==> src/rtl/cosim_sb_pkg.sv <==
// Shared types and helpers for the co-simulation stream scoreboard.
// Holds the control FSM state encoding plus popcount and saturating add.
package cosim_sb_pkg;

    typedef enum logic [1:0] {
        IDLE  = 2'd0,
        RUN   = 2'd1,
        DRAIN = 2'd2,
        DONE  = 2'd3
    } state_t;

    // Number of set bits in a lane vector (up to 16 lanes).
    function automatic logic [31:0] popcount(input logic [15:0] v);
        logic [31:0] c;
        c = '0;
        for (int i = 0; i < 16; i++) begin
            c = c + {31'd0, v[i]};
        end
        return c;
    endfunction

    // a + b clamped to the largest value that fits in w bits.
    function automatic logic [31:0] sat_add(
        input logic [31:0] a,
        input logic [31:0] b,
        input int unsigned w
    );
        logic [32:0] s;
        logic [32:0] mx;
        s  = {1'b0, a} + {1'b0, b};
        mx = (33'd1 << w) - 33'd1;
        return (s > mx) ? mx[31:0] : s[31:0];
    endfunction

endpackage

==> src/rtl/cosim_sb_fifo.sv <==
// Single-clock golden-token FIFO for one scoreboard lane.
// Pointers carry an extra MSB so full and empty are distinguishable.
module cosim_sb_fifo
    import cosim_sb_pkg::*;
#(
    parameter int W     = 16,
    parameter int DEPTH = 8
) (
    input  logic         clk_i,
    input  logic         rst_i,
    input  logic         push_i,
    input  logic [W-1:0] wdata_i,
    input  logic         pop_i,
    output logic [W-1:0] rdata_o,
    output logic         full_o,
    output logic         empty_o
);

    localparam int AW = $clog2(DEPTH);

    logic [AW:0]  wr_ptr_q;
    logic [AW:0]  rd_ptr_q;
    logic [W-1:0] mem_q [DEPTH];

    assign empty_o = (wr_ptr_q == rd_ptr_q);
    assign full_o  = (wr_ptr_q[AW] != rd_ptr_q[AW]) &&
                     (wr_ptr_q[AW-1:0] == rd_ptr_q[AW-1:0]);
    assign rdata_o = mem_q[rd_ptr_q[AW-1:0]];

    // Advance pointers on accepted push/pop; reset discards contents.
    always_ff @(posedge clk_i) begin
        if (rst_i) begin
            wr_ptr_q <= '0;
            rd_ptr_q <= '0;
        end else begin
            if (push_i && !full_o) begin
                wr_ptr_q <= wr_ptr_q + 1'b1;
            end
            if (pop_i && !empty_o) begin
                rd_ptr_q <= rd_ptr_q + 1'b1;
            end
        end
    end

    // Storage write; no reset needed since empty gates every read.
    always_ff @(posedge clk_i) begin
        if (!rst_i && push_i && !full_o) begin
            mem_q[wr_ptr_q[AW-1:0]] <= wdata_i;
        end
    end

endmodule

==> src/rtl/cosim_stream_scoreboard.sv <==
// N-lane clocked scoreboard pairing golden tokens with DUT tokens in order.
// Optional stall timeout enabled by defining COSIM_SCOREBOARD_TIMEOUT_EN.
module cosim_stream_scoreboard
    import cosim_sb_pkg::*;
#(
    parameter int W     = 16,
    parameter int N     = 2,
    parameter int DEPTH = 8,
`ifdef COSIM_SCOREBOARD_TIMEOUT_EN
    parameter int TMO   = 1024,
`endif
    parameter int CNTW  = 16
) (
    input  logic                  CLK,
    input  logic                  RESET,
    input  logic                  enable,
    input  logic [N-1:0]          gold_valid,
    output logic [N-1:0]          gold_ready,
    input  logic [N*W-1:0]        gold_data,
    input  logic [N-1:0]          dut_valid,
    output logic [N-1:0]          dut_ready,
    input  logic [N*W-1:0]        dut_data,
    output logic [CNTW-1:0]       match_cnt,
    output logic [CNTW-1:0]       err_cnt,
    output logic                  mismatch,
    output logic [$clog2(N):0]    mm_lane,
    output logic [W-1:0]          mm_expected,
    output logic [W-1:0]          mm_actual,
`ifdef COSIM_SCOREBOARD_TIMEOUT_EN
    output logic                  timeout,
`endif
    output logic                  done
);

    localparam int LW = $clog2(N) + 1;

    state_t           state_q, state_d;
    logic [N-1:0]     full, empty, push, pop, eq;
    logic [N*W-1:0]   head;
    logic             drain_exit;

    logic [N-1:0]     cmp_match_q, cmp_mis_q;
    logic [N*W-1:0]   cmp_gold_q, cmp_dut_q;

    logic [CNTW-1:0]  match_cnt_q, err_cnt_q;
    logic             mismatch_q;
    logic [LW-1:0]    mm_lane_q, first_lane;
    logic [W-1:0]     mm_exp_q, mm_act_q, first_exp, first_act;

    assign push = gold_valid & gold_ready;
    assign pop  = dut_valid & dut_ready;

    for (genvar g = 0; g < N; g++) begin : g_lane
        cosim_sb_fifo #(
            .W     (W),
            .DEPTH (DEPTH)
        ) u_fifo (
            .clk_i   (CLK),
            .rst_i   (RESET),
            .push_i  (push[g]),
            .wdata_i (gold_data[g*W +: W]),
            .pop_i   (pop[g]),
            .rdata_o (head[g*W +: W]),
            .full_o  (full[g]),
            .empty_o (empty[g])
        );
        assign eq[g] = (head[g*W +: W] == dut_data[g*W +: W]);
    end

`ifdef COSIM_SCOREBOARD_TIMEOUT_EN
    localparam int SW = $clog2(TMO + 1);

    logic [SW-1:0] stall_q [N];
    logic [SW-1:0] stall_d [N];
    logic          tmo_hit;
    logic          timeout_q;

    // Per-lane stall count: golden token waiting with no DUT token offered.
    always_comb begin
        tmo_hit = 1'b0;
        for (int i = 0; i < N; i++) begin
            stall_d[i] = stall_q[i];
            if (pop[i]) begin
                stall_d[i] = '0;
            end else if (!empty[i] && !dut_valid[i] &&
                         stall_q[i] != SW'(TMO)) begin
                stall_d[i] = stall_q[i] + 1'b1;
            end
            if (stall_d[i] == SW'(TMO)) begin
                tmo_hit = 1'b1;
            end
        end
    end

    // Stall counters and the sticky timeout flag.
    always_ff @(posedge CLK) begin
        if (RESET) begin
            for (int i = 0; i < N; i++) begin
                stall_q[i] <= '0;
            end
            timeout_q <= 1'b0;
        end else begin
            for (int i = 0; i < N; i++) begin
                stall_q[i] <= stall_d[i];
            end
            if (tmo_hit) begin
                timeout_q <= 1'b1;
            end
        end
    end

    assign timeout    = timeout_q;
    assign drain_exit = (&empty) || timeout_q;
`else
    assign drain_exit = &empty;
`endif

    // Control state register.
    always_ff @(posedge CLK) begin
        if (RESET) begin
            state_q <= IDLE;
        end else begin
            state_q <= state_d;
        end
    end

    // Next state and lane handshakes.
    always_comb begin
        state_d    = state_q;
        gold_ready = '0;
        dut_ready  = '0;
        done       = 1'b0;
        unique case (state_q)
            IDLE: begin
                if (enable) state_d = RUN;
            end
            RUN: begin
                gold_ready = ~full;
                dut_ready  = ~empty;
                if (!enable) state_d = DRAIN;
            end
            DRAIN: begin
                dut_ready = ~empty;
                if (drain_exit) state_d = DONE;
            end
            DONE: begin
                done = 1'b1;
                if (enable) state_d = RUN;
            end
            default: state_d = IDLE;
        endcase
    end

    // Compare stage: register per-lane outcome of each accepted DUT token.
    always_ff @(posedge CLK) begin
        if (RESET) begin
            cmp_match_q <= '0;
            cmp_mis_q   <= '0;
            cmp_gold_q  <= '0;
            cmp_dut_q   <= '0;
        end else begin
            cmp_match_q <= pop & eq;
            cmp_mis_q   <= pop & ~eq;
            cmp_gold_q  <= head;
            cmp_dut_q   <= dut_data;
        end
    end

    // Lowest-index mismatching lane from the compare stage.
    always_comb begin
        first_lane = '0;
        first_exp  = '0;
        first_act  = '0;
        for (int i = N - 1; i >= 0; i--) begin
            if (cmp_mis_q[i]) begin
                first_lane = LW'(i);
                first_exp  = cmp_gold_q[i*W +: W];
                first_act  = cmp_dut_q[i*W +: W];
            end
        end
    end

    // Saturating counters and frozen first-mismatch capture.
    always_ff @(posedge CLK) begin
        if (RESET) begin
            match_cnt_q <= '0;
            err_cnt_q   <= '0;
            mismatch_q  <= 1'b0;
            mm_lane_q   <= '0;
            mm_exp_q    <= '0;
            mm_act_q    <= '0;
        end else begin
            match_cnt_q <= CNTW'(sat_add(32'(match_cnt_q),
                           popcount(16'(cmp_match_q)), CNTW));
            err_cnt_q   <= CNTW'(sat_add(32'(err_cnt_q),
                           popcount(16'(cmp_mis_q)), CNTW));
            if (!mismatch_q && |cmp_mis_q) begin
                mismatch_q <= 1'b1;
                mm_lane_q  <= first_lane;
                mm_exp_q   <= first_exp;
                mm_act_q   <= first_act;
            end
        end
    end

    assign match_cnt   = match_cnt_q;
    assign err_cnt     = err_cnt_q;
    assign mismatch    = mismatch_q;
    assign mm_lane     = mm_lane_q;
    assign mm_expected = mm_exp_q;
    assign mm_actual   = mm_act_q;

endmodule
==> config.mk <==
export PLATFORM = sky130hd
export DESIGN_NAME = cosim_stream_scoreboard
export DESIGN_NICKNAME = d
export VERILOG_FILES = /design/src/rtl/cosim_sb_pkg.sv /design/src/rtl/cosim_sb_fifo.sv /design/src/rtl/cosim_stream_scoreboard.sv
export SDC_FILE = /design/constraint.sdc
export NUM_CORES = 1
export LEC_CHECK = 0
export BUFFER_PORTS_ARGS = -buffer_cell sky130_fd_sc_hd__buf_2
export CORE_MARGIN = 1.5
export CORE_UTILIZATION = 60
export DETAILED_ROUTE_END_ITERATION = 16
export HOLD_SLACK_MARGIN = 0.08
export PLACE_DENSITY = 0.8
export RECOVER_POWER = 100
export SYNTH_ARGS = -nofsm -noshare
export SYNTH_HDL_FRONTEND = slang
export SYNTH_SLANG_ARGS = --single-unit
==> constraint.sdc <==
create_clock -name CLK -period 7.08 [get_ports CLK]
set_input_delay 0.708 -clock CLK [delete_from_list [all_inputs] [get_ports CLK]]
set_output_delay 0.708 -clock CLK [all_outputs]
set_load 0.05 [all_outputs]
==> results of run 1 <==
-- cell usage in the layout, fill, tap and decap left out, types with 3 or more instances in the layout --
master	instances
a211oi_1	4
a21oi_1	66
a22o_1	48
a41oi_1	4
and2_0	3
and2_1	6
and3_1	5
buf_2	37
buf_4	5
clkbuf_1	131
clkbuf_16	42
clkbuf_8	4
clkinv_1	4
clkinv_2	5
dfxtp_1	157
edfxtp_1	256
ha_1	11
inv_1	12
mux2i_1	106
mux4_2	16
nand2_1	28
nand2b_1	9
nand3_1	20
nand4_1	20
nor2_1	64
nor2b_1	35
nor3_1	29
o21ai_0	43
o22ai_1	31
or3_1	15
or4_1	3
xnor2_1	41
xor2_1	23
-- area by class of cell --
type,count,area (sq um),area share [%]
clock buffers,60,1160,6.46
clock inverters,12,86.3,0.481
inverters,13,48.8,0.272
multi-input cells,648,4720,26.3
flip-flops and latches,414,10900,60.4
well taps,335,419,2.33
repair buffers,160,666,3.71
-- flip-flops by register name (all words and copies together) (netlist names), named ones only --
register                count
match_cnt                  16
cmp_match_q                 2
mismatch                    1
mm_actual                  16
mm_expected                16
cmp_gold_q                 32
g_lane.u_fifo.mem_q       256
err_cnt                    16
cmp_mis_q                   2
g_lane.u_fifo.rd_ptr_q      8
cmp_dut_q                  32
mm_lane                     1
g_lane.u_fifo.wr_ptr_q      8
state_q                     2
-- routing by layer --
layer	GRT usage, %	routed length (um)
met2	41.3	17100
met3	3.69	2370
met1	36.1	15300
met4	7.17	755
met5	0	0
-- critical path: stages --
cell and delay, ns:
clkbuf_1 0.83, buf_4 0.68, inv_1 0.15, clkbuf_1 1.23
nand4_1 0.41, nor3_1 0.25, clkbuf_1 0.75
-- worst max path at each step --
stage,from,end,slack [ns],cells after the start
after CTS,register,cmp_mis_q[1],3.52,7
after global placement,register,cmp_mis_q[1],3.68,7
after detailed placement,register,cmp_mis_q[1],3.56,7
after global routing,RESET,g_lane[0].u_fifo.mem_q[4][9],1.71,7
after floorplan,g_lane[0].u_fifo.wr_ptr_q[0],g_lane[0].u_fifo.mem_q[0][0],3.09,6
final,RESET,g_lane[0].u_fifo.mem_q[4][3],2.16,7
-- stage by stage --
step | setup slack (ns) | hold slack, ns | std cells | total power, mW
global placement | 3.68 | 0.476 | 1570 | 3.41
finish | 2.16 | 0.444 | 1642 | 5.39
CTS | 3.52 | 0.437 | 1642 | 5.41
global route | 1.71 | 0.445 | 1642 | 5.56
floorplan | 3.09 | 0.490 | 1139 | 3.23
detailed placement | 3.56 | 0.488 | 1570 | 3.43
-- synth_stat cells (all sizes together), types with 5 or more instances --
cell / number
o22ai: 31
xor2: 23
dfxtp: 158
ha: 11
o21ai: 43
mux2i: 107
a22o: 48
nor2: 65
nor3: 29
and3: 5
edfxtp: 256
mux4: 16
nand2b: 9
nand3: 20
and2: 9
nand4: 20
a21oi: 66
inv: 12
nand2: 28
or3: 15
nor2b: 35
buf: 22
clkbuf: 42
xnor2: 41
-- logic make-up (layout without fill, tap and decap cells) --
kind of cell,Yosys count,after routing,share of synthesized area (%)
simple gates,243,243,7.74
buf+inv,77,245,2.27
flops,414,414,68.1
compound gates,204,204,8.16
fa+ha+maj,13,13,1.12
mux,123,123,9.06
other cells,1,1,0.0235
xor+xnor,64,64,3.52
-- power by group --
group | leakage, nW | internal, mW | switching, mW
sequential | 3.60 | 2.65 | 0.0934
combinational | 1.76 | 0.217 | 0.416
clock | 0.605 | 1.17 | 0.841
total | 5.96 | 4.04 | 1.35
==> flow_summary.toml, run 1 <==
[grt]
grt_usage_pct = 25.4
grt_first_pass_wirelength_mm = 54.2
grt-ovfl-total = 0
grt_pass1_vias = 9576
antenna_found_initial = 0
grt_max_degree = 70

[detailed_routing]
drc = 0
dr.first_iter.drc_count = 1014
via_count = 9867
routed_wl_mm = 35.5
vias_per_cell = 6.01
wl_per_cell_um = 21.6
ant_nets = 0
drt_pre_antenna_iters = 5

[place]
gp_congestion = 0.827
port_buffers = 141
place_area_sq_um = 16900
place_hpwl_mm = 23.8

[pwr]
ir_worst_vdd_v = 0.000251
p_leak_nw = 5.96
power_density_nw_per_um2 = 300

[clocking]
cts_resized = 0
cts_setup_buffers = 0
cts_max_path_buffers = 3
htree_num_levels = 2
clock-sinks = 414
cts_root_buf = "clkbuf_16"
cts-hold-fix-buffers = 0
clk_pin_slew_ns = 0.06
cts_tree = "built"
numCtsBuffers = 40
clock_latency_ns = 0.52

[hold_path]
min_to = "cmp_dut_q[24]"
holdPathStages = 2
hold_class = "in -> reg"
min_from = "dut_data[24]"

[synthesis]
yosys_register_bits = 414
synth_warnings = 0
syn_avg_cell_area_sq_um = 14.0
yosysTopAreaCellShare_pct = 48.3
synth_edf_count = 256
netlist_area_sq_um = 15900
ys_types = 45
synth_fp_nets = 1223
synthFlopType = "edfxtp_1"
netlist_instances = 1139
synth_area_leaders = "edfxtp_1 48%, dfxtp_1 20%, mux2i_1 6.7%"
ys_async_sr_fraction_pct = 0
ys_seq_area_share_pct = 68.1
yosys.area.top_type = "edfxtp_1"

[sta]
tightest_slew_ns = 3.53
setup_tns_ns = 0
hold_viol = 0
finalCriticalPeriod_ns = 4.92
max_freq_mhz = 203
setup_viol = 0
maxSlewViolCount = 170
rsz0062_at_grt = "no"
period_share_pct = 69.5
slew_headroom_pct = -135
finalClockSkew_ns = 0.0113

[floorplanning]
die_y_um = 166
io_pins = 143
start_util_pct = 61.1
core_area_sq_um = 26100
dieWidth_um = 166
die_area_sq_um = 27500
num_rows = 59

[critical_path]
rr_worst_depth = 6
cp.arrival_ns = 5.06
start_kind = "input pin"
r2r_slack_ns = 2.17
cp_max_fo = 69
worstSetupEndpointType = "register"
worstReg2RegEnd = "cmp_mis_q[0]"
critPathRequiredTime_ns = 7.22
path_class = "in -> reg"

[layout]
final_core_util_pct = 68.9
antenna_cells = 0
n_fill_cell = 1840
drive_above_1_share_pct = 9.18
layout.nets = 1361
design_area_sq_um = 18000
area_growth_pct = 12.7

[status]
outcome = "finished, violations left"
violations = "capacitance limit, slew limit"

[run]
maxCapViolCount = 4
No activity file was read; power rests on OpenSTA's default activity.
==> run 2: changes to the inputs <==
Settings changed: CORE_UTILIZATION 60 to 53, PLACE_DENSITY 0.8 to 0.75.
Clock period 7.08 ns to 4.2 ns, I/O delays scaled along.
==> run 2 against run 1 <==
  * Register-to-register slack worse by 1.3 ns
  * Cell count rose by 3.9%
  * Largest cell class unchanged
  * Combinational power rose by 64%
  * The flow still finishes with violations (capacitance limit, slew limit)
  * Clock power rose by 74%
  * Sequential share of layout area fell by 0.55 points
  * First-iteration DRC count shrank 3.9%
==> flow_summary.toml, run 2 (synthesized netlist as in run 1, its figures left out) <==
[detailed_routing]
drt_pre_antenna_iters = 5
drc = 0
wl_met3_mm = 2.82
wl_met1_mm = 15.2
vias_per_cell = 5.75
dr.first_iter.drc_count = 974
wl_per_cell_um = 21.0
ant_nets = 0
wl_met2_mm = 17.2
via_count = 9801
routed_wl_mm = 35.9
dr.max_layer_used = "met5"

[critical_path]
worstSetupEndpointType = "register"
critPathRequiredTime_ns = 4.26
worstPathCellList = "clkbuf_1 -> buf_4 -> or3_1 -> nor2_1 -> clkbuf_1"
cp.arrival_ns = 3.37
crit_path_frequent_cell = "clkbuf_1"
start_kind = "input pin"
path_buf_inv = 3
path_class = "in -> reg"
critPathTopFamily = "buffers and inverters"
cp_max_fo = 83
cp_slowest_stage_delay_ns = 1.15
cp_slowest_cell = "clkbuf_1"

[sta]
finalClockSkew_ns = 0.0167
maxSlewViolCount = 37
setup_viol = 0
whs_ns = 0.142
tightest_slew_ns = 1.63
slew_headroom_pct = -8.83
setup_tns_ns = 0
rsz0062_at_grt = "no"
finalCriticalPeriod_ns = 3.31
layout_setup_ws_ns = 0.889
max_freq_mhz = 302
hold_viol = 0
period_share_pct = 78.8

[grt]
grt-ovfl-total = 0
grt_first_pass_wirelength_mm = 53.7
grt_max_degree = 84
grt_pass1_vias = 9410
antenna_found_initial = 4
grt_usage_pct = 22.8

[layout]
multi_input_area_sq_um = 4710
layout_commonest_cell = "edfxtp_1"
final_cell_count_no_fill = 1706
area_growth_pct = 13.8
drive_above_1_share_pct = 10.1
final_core_util_pct = 61.1
ff_latch_area_sq_um = 10900
layout_common_cells = "256 x edfxtp_1, 156 x dfxtp_1, 126 x clkbuf_1"
n_fill_cell = 2289
layout.nets = 1365
largest_register_ffs = 256

[floorplanning]
dieWidth_um = 176
io_pins = 143
num_rows = 63
core_area_sq_um = 29600
start_util_pct = 53.7
die_y_um = 176
die_area_sq_um = 31100

[pwr]
seqPwrFrac_pct = 50.5
power_density_nw_per_um2 = 505
internal_power_mw = 6.85
p_sw_mw = 2.29
ir_worst_vdd_v = 0.000299
p_clk_share_pct = 38.1
p_leak_nw = 6.04
p_sw_share_pct = 25.1
comb_power_share_pct = 11.4

[hold_path]
hold_class = "in -> reg"

[clocking]
htree_num_levels = 2
cts_resized = 0
numCtsBuffers = 40
clock-sinks = 414
cts_setup_buffers = 0
cts_tree = "built"
clk_pin_slew_ns = 0.06
cts_max_path_buffers = 3
cts-hold-fix-buffers = 0
cts_root_buf = "clkbuf_16"
clock_latency_ns = 0.53

[place]
place_hpwl_mm = 23.5
dp_slack_ns = 1.24
dp.cells = 1629
gp_congestion = 0.846
port_buffers = 141

[run]
maxCapViolCount = 1

[status]
violations = "capacitance limit, slew limit"
outcome = "finished, violations left"
[run 2: changes by cell type in the layout (fill, tap and decap cells not counted), moves of 2 or more]
| cell | previous run | this run |
|---|---|---|
| buf_4 | 5 | 14 |
| inv_6 | 0 | 2 |
| diode_2 | 0 | 3 |
| and2_0 | 3 | 6 |
| clkbuf_1 | 131 | 126 |
| and2_1 | 6 | 3 |
| clkinv_1 | 4 | 2 |
[run 2: layout make-up]
class	count	area share (%)
clock buffers	61	6.59
well taps	390	2.69
diodes	3	0.0414
repair buffers	164	3.94
flip-flops and latches	414	59.9
multi-input cells	648	26.0
clock inverters	13	0.559
inverters	13	0.269
[run 2: through the flow]
step / area (sq um) / power (mW)
detailed placement: 17000 / 5.76
floorplan: 15900 / 5.45
global placement: 17000 / 5.74
finish: 18100 / 9.14
global route: 18100 / 9.44
CTS: 18300 / 9.20
[run 2: worst reg2reg max path: cells and delay by family (launching register included)]
family,cells,cell delay (ns)
flops,1,0.88
buf+inv,1,0.94
mux,1,0.20
simple gates,2,0.34
xor+xnor,1,0.15
compound gates,2,0.69
[run 2: path summary, 6_finish.rpt]
kind,endpoint,start,slack [ns],cells after the start
worst max-delay path,g_lane[1].u_fifo.mem_q[2][3],RESET,0.89,5
worst min-delay path,cmp_dut_q[14],dut_data[14],0.14,2
worst max register to register,cmp_mis_q[0],register,0.92,7
worst min register to register,match_cnt[15],match_cnt[15],0.49,1
[run 2: per-layer routing]
layer  vias up  global-route usage [%]
met5         -                       0
met4         2                    6.21
met3        49                    4.57
met2       392                    37.5
met1      4803                    31.2
li1       4555                       -
[run 2: power groups by stage]
stage	Combinational, mW	Sequential [mW]	Clock [mW]
2_1_floorplan	0.668	4.78	0
3_3_place_gp	1.04	4.70	0
3_5_place_dp	1.05	4.70	0
4_1_cts	1.06	4.62	3.52
5_1_grt	1.11	4.63	3.70
6_report	1.04	4.62	3.49
==> run 3: changes to the inputs <==
Settings changed: CORE_UTILIZATION 53 to 59, PLACE_DENSITY 0.75 to 0.79.
Clock period 4.2 ns to 3.3 ns, I/O delays scaled along.
==> run 3 against run 2 <==
  * The run still ends with capacitance limit, slew limit left
  * Utilization up 9.1 points
  * Clock power grew 24%
  * Clock skew fell by 0.0038 ns
  * Combinational power up 36%
  * Worst setup slack worse by 0.36 ns
  * Largest power group unchanged
==> flow_summary.toml, run 3 (synthesized netlist as in run 1, its figures left out) <==
[sta]
slew_headroom_pct = -9.45
max_freq_mhz = 361
layout_setup_ws_ns = 0.532
hold_viol = 0
setup_viol = 0
period_share_pct = 83.9
whs_ns = 0.0892
maxSlewViolCount = 37
rsz0062_at_grt = "no"
finalClockSkew_ns = 0.0129
setup_tns_ns = 0
finalCriticalPeriod_ns = 2.77
tightest_slew_ns = 1.64

[hold_path]
hold_class = "in -> reg"
holdPathStages = 2

[critical_path]
cp_slowest_stage_delay_ns = 0.91
path_class = "reg -> reg"
cp_max_fo = 16
worstPathCellList = "xnor2_1 -> a41oi_1 -> nand4_1 -> nor2_1 -> clkbuf_1"
rr_worst_depth = 5
cp.arrival_ns = 2.91
start_kind = "register"
critPathRequiredTime_ns = 3.44
worstSetupEndpointType = "register"
cp_slowest_cell = "clkbuf_1"

[place]
place_hpwl_mm = 22.8
dp_slack_ns = 0.601
port_buffers = 141
gp_congestion = 0.818

[clocking]
cts_max_path_buffers = 3
cts_root_buf = "clkbuf_16"
clock_latency_ns = 0.53
cts_resized = 0
htree_num_levels = 2
numCtsBuffers = 40
cts_tree = "built"
clock-sinks = 414
cts-hold-fix-buffers = 39
cts_setup_buffers = 0
clk_pin_slew_ns = 0.06

[layout]
layout.nets = 1410
largest_register_ffs = 256
layout_commonest_cell = "edfxtp_1"
area_growth_pct = 15.9
drive_above_1_share_pct = 11.0
layout_common_cells = "256 x edfxtp_1, 156 x dfxtp_1, 117 x clkbuf_1"

[pwr]
power_density_nw_per_um2 = 627
comb_power_share_pct = 12.2
p_sw_mw = 2.96
finalPower_mw = 11.6
p_leak_nw = 6.23
ir_worst_vdd_v = 0.000305
p_sw_share_pct = 25.5
p_clk_share_pct = 37.4
seqPwrFrac_pct = 50.4
internal_power_mw = 8.63

[grt]
grt_usage_pct = 25.6
grt_pass1_vias = 9843
grt_max_degree = 84
grt-ovfl-total = 0
antenna_found_initial = 2
grt_first_pass_wirelength_mm = 54.7

[detailed_routing]
drt_pre_antenna_iters = 5
dr.first_iter.drc_count = 867
wl_per_cell_um = 21.4
via_count = 10097
vias_per_cell = 5.96
drc = 0
routed_wl_mm = 36.3
ant_nets = 0

[floorplanning]
die_area_sq_um = 28000
start_util_pct = 60.6
num_rows = 59
io_pins = 143
die_y_um = 167
dieWidth_um = 167
core_area_sq_um = 26300

[status]
violations = "capacitance limit, slew limit"
outcome = "finished, violations left"

[run]
maxCapViolCount = 1
[run 3: cell count changes in the layout (fill, tap and decap cells not counted), sizes merged]
cell / before / now
clkinvlp: 1 / 3
buf: 51 / 49
dlygate4sd3: 0 / 39
clkinv: 9 / 13
diode: 3 / 1
clkbuf: 174 / 175
inv: 15 / 16
[run 3: stage by stage]
step                instance area (sq um)  util, %  std cells
global placement                    17000     64.8       1580
detailed placement                  17000     64.8       1580
CTS                                 18700     71.1       1693
global route                        18500     70.3       1693
floorplan                           16000        -       1139
finish                              18500     70.3       1694
[run 3: metal layers]
| metal | vias to the layer above | track usage, % | share of wire, % |
|---|---|---|---|
| li1 | 4642 | - | - |
| met1 | 4899 | 34.4 | 41 |
| met2 | 480 | 41.5 | 47 |
| met3 | 74 | 4.92 | 8.3 |
| met4 | 2 | 9.87 | 3.0 |
| met5 | - | 0 | 0.019 |
[run 3: final cells by class]
| cell class | instances | area (sq um) |
|---|---|---|
| clock buffers | 54 | 1110 |
| repair buffers | 209 | 1160 |
| flip-flops and latches | 414 | 10900 |
| multi-input cells | 648 | 4730 |
| diodes | 1 | 2.50 |
| well taps | 335 | 419 |
| fillers | 1836 | 7810 |
| clock inverters | 20 | 149 |
| inverters | 13 | 48.8 |
[run 3: worst max-delay path, delay by kind of cell, from the launching register on]
kind,cells,cell delay [ns]
AO/OA/AOI/OAI,1,0.39
AND/OR/NAND/NOR,2,0.43
buffers and inverters,1,0.91
flip-flops,1,0.48
XOR/XNOR,1,0.16
[run 3: final timing paths]
kind                                startpoint                      endpoint  slack, ns
setup reg to reg  g_lane[1].u_fifo.wr_ptr_q[2]  g_lane[1].u_fifo.mem_q[7][1]       0.53
hold / removal                    dut_data[11]                 cmp_dut_q[11]       0.09
hold reg to reg                  match_cnt[15]                 match_cnt[15]       0.52
setup / recovery  g_lane[1].u_fifo.wr_ptr_q[2]  g_lane[1].u_fifo.mem_q[7][1]       0.53
[run 3: power by group through the flow]
stage	sequential (mW)	clock, mW	combinational [mW]
floorplan	6.08	0	0.861
global route	5.86	4.61	1.50
CTS	5.84	4.39	1.44
detailed placement	5.95	0	1.39
finish	5.84	4.34	1.41
global placement	5.94	0	1.36
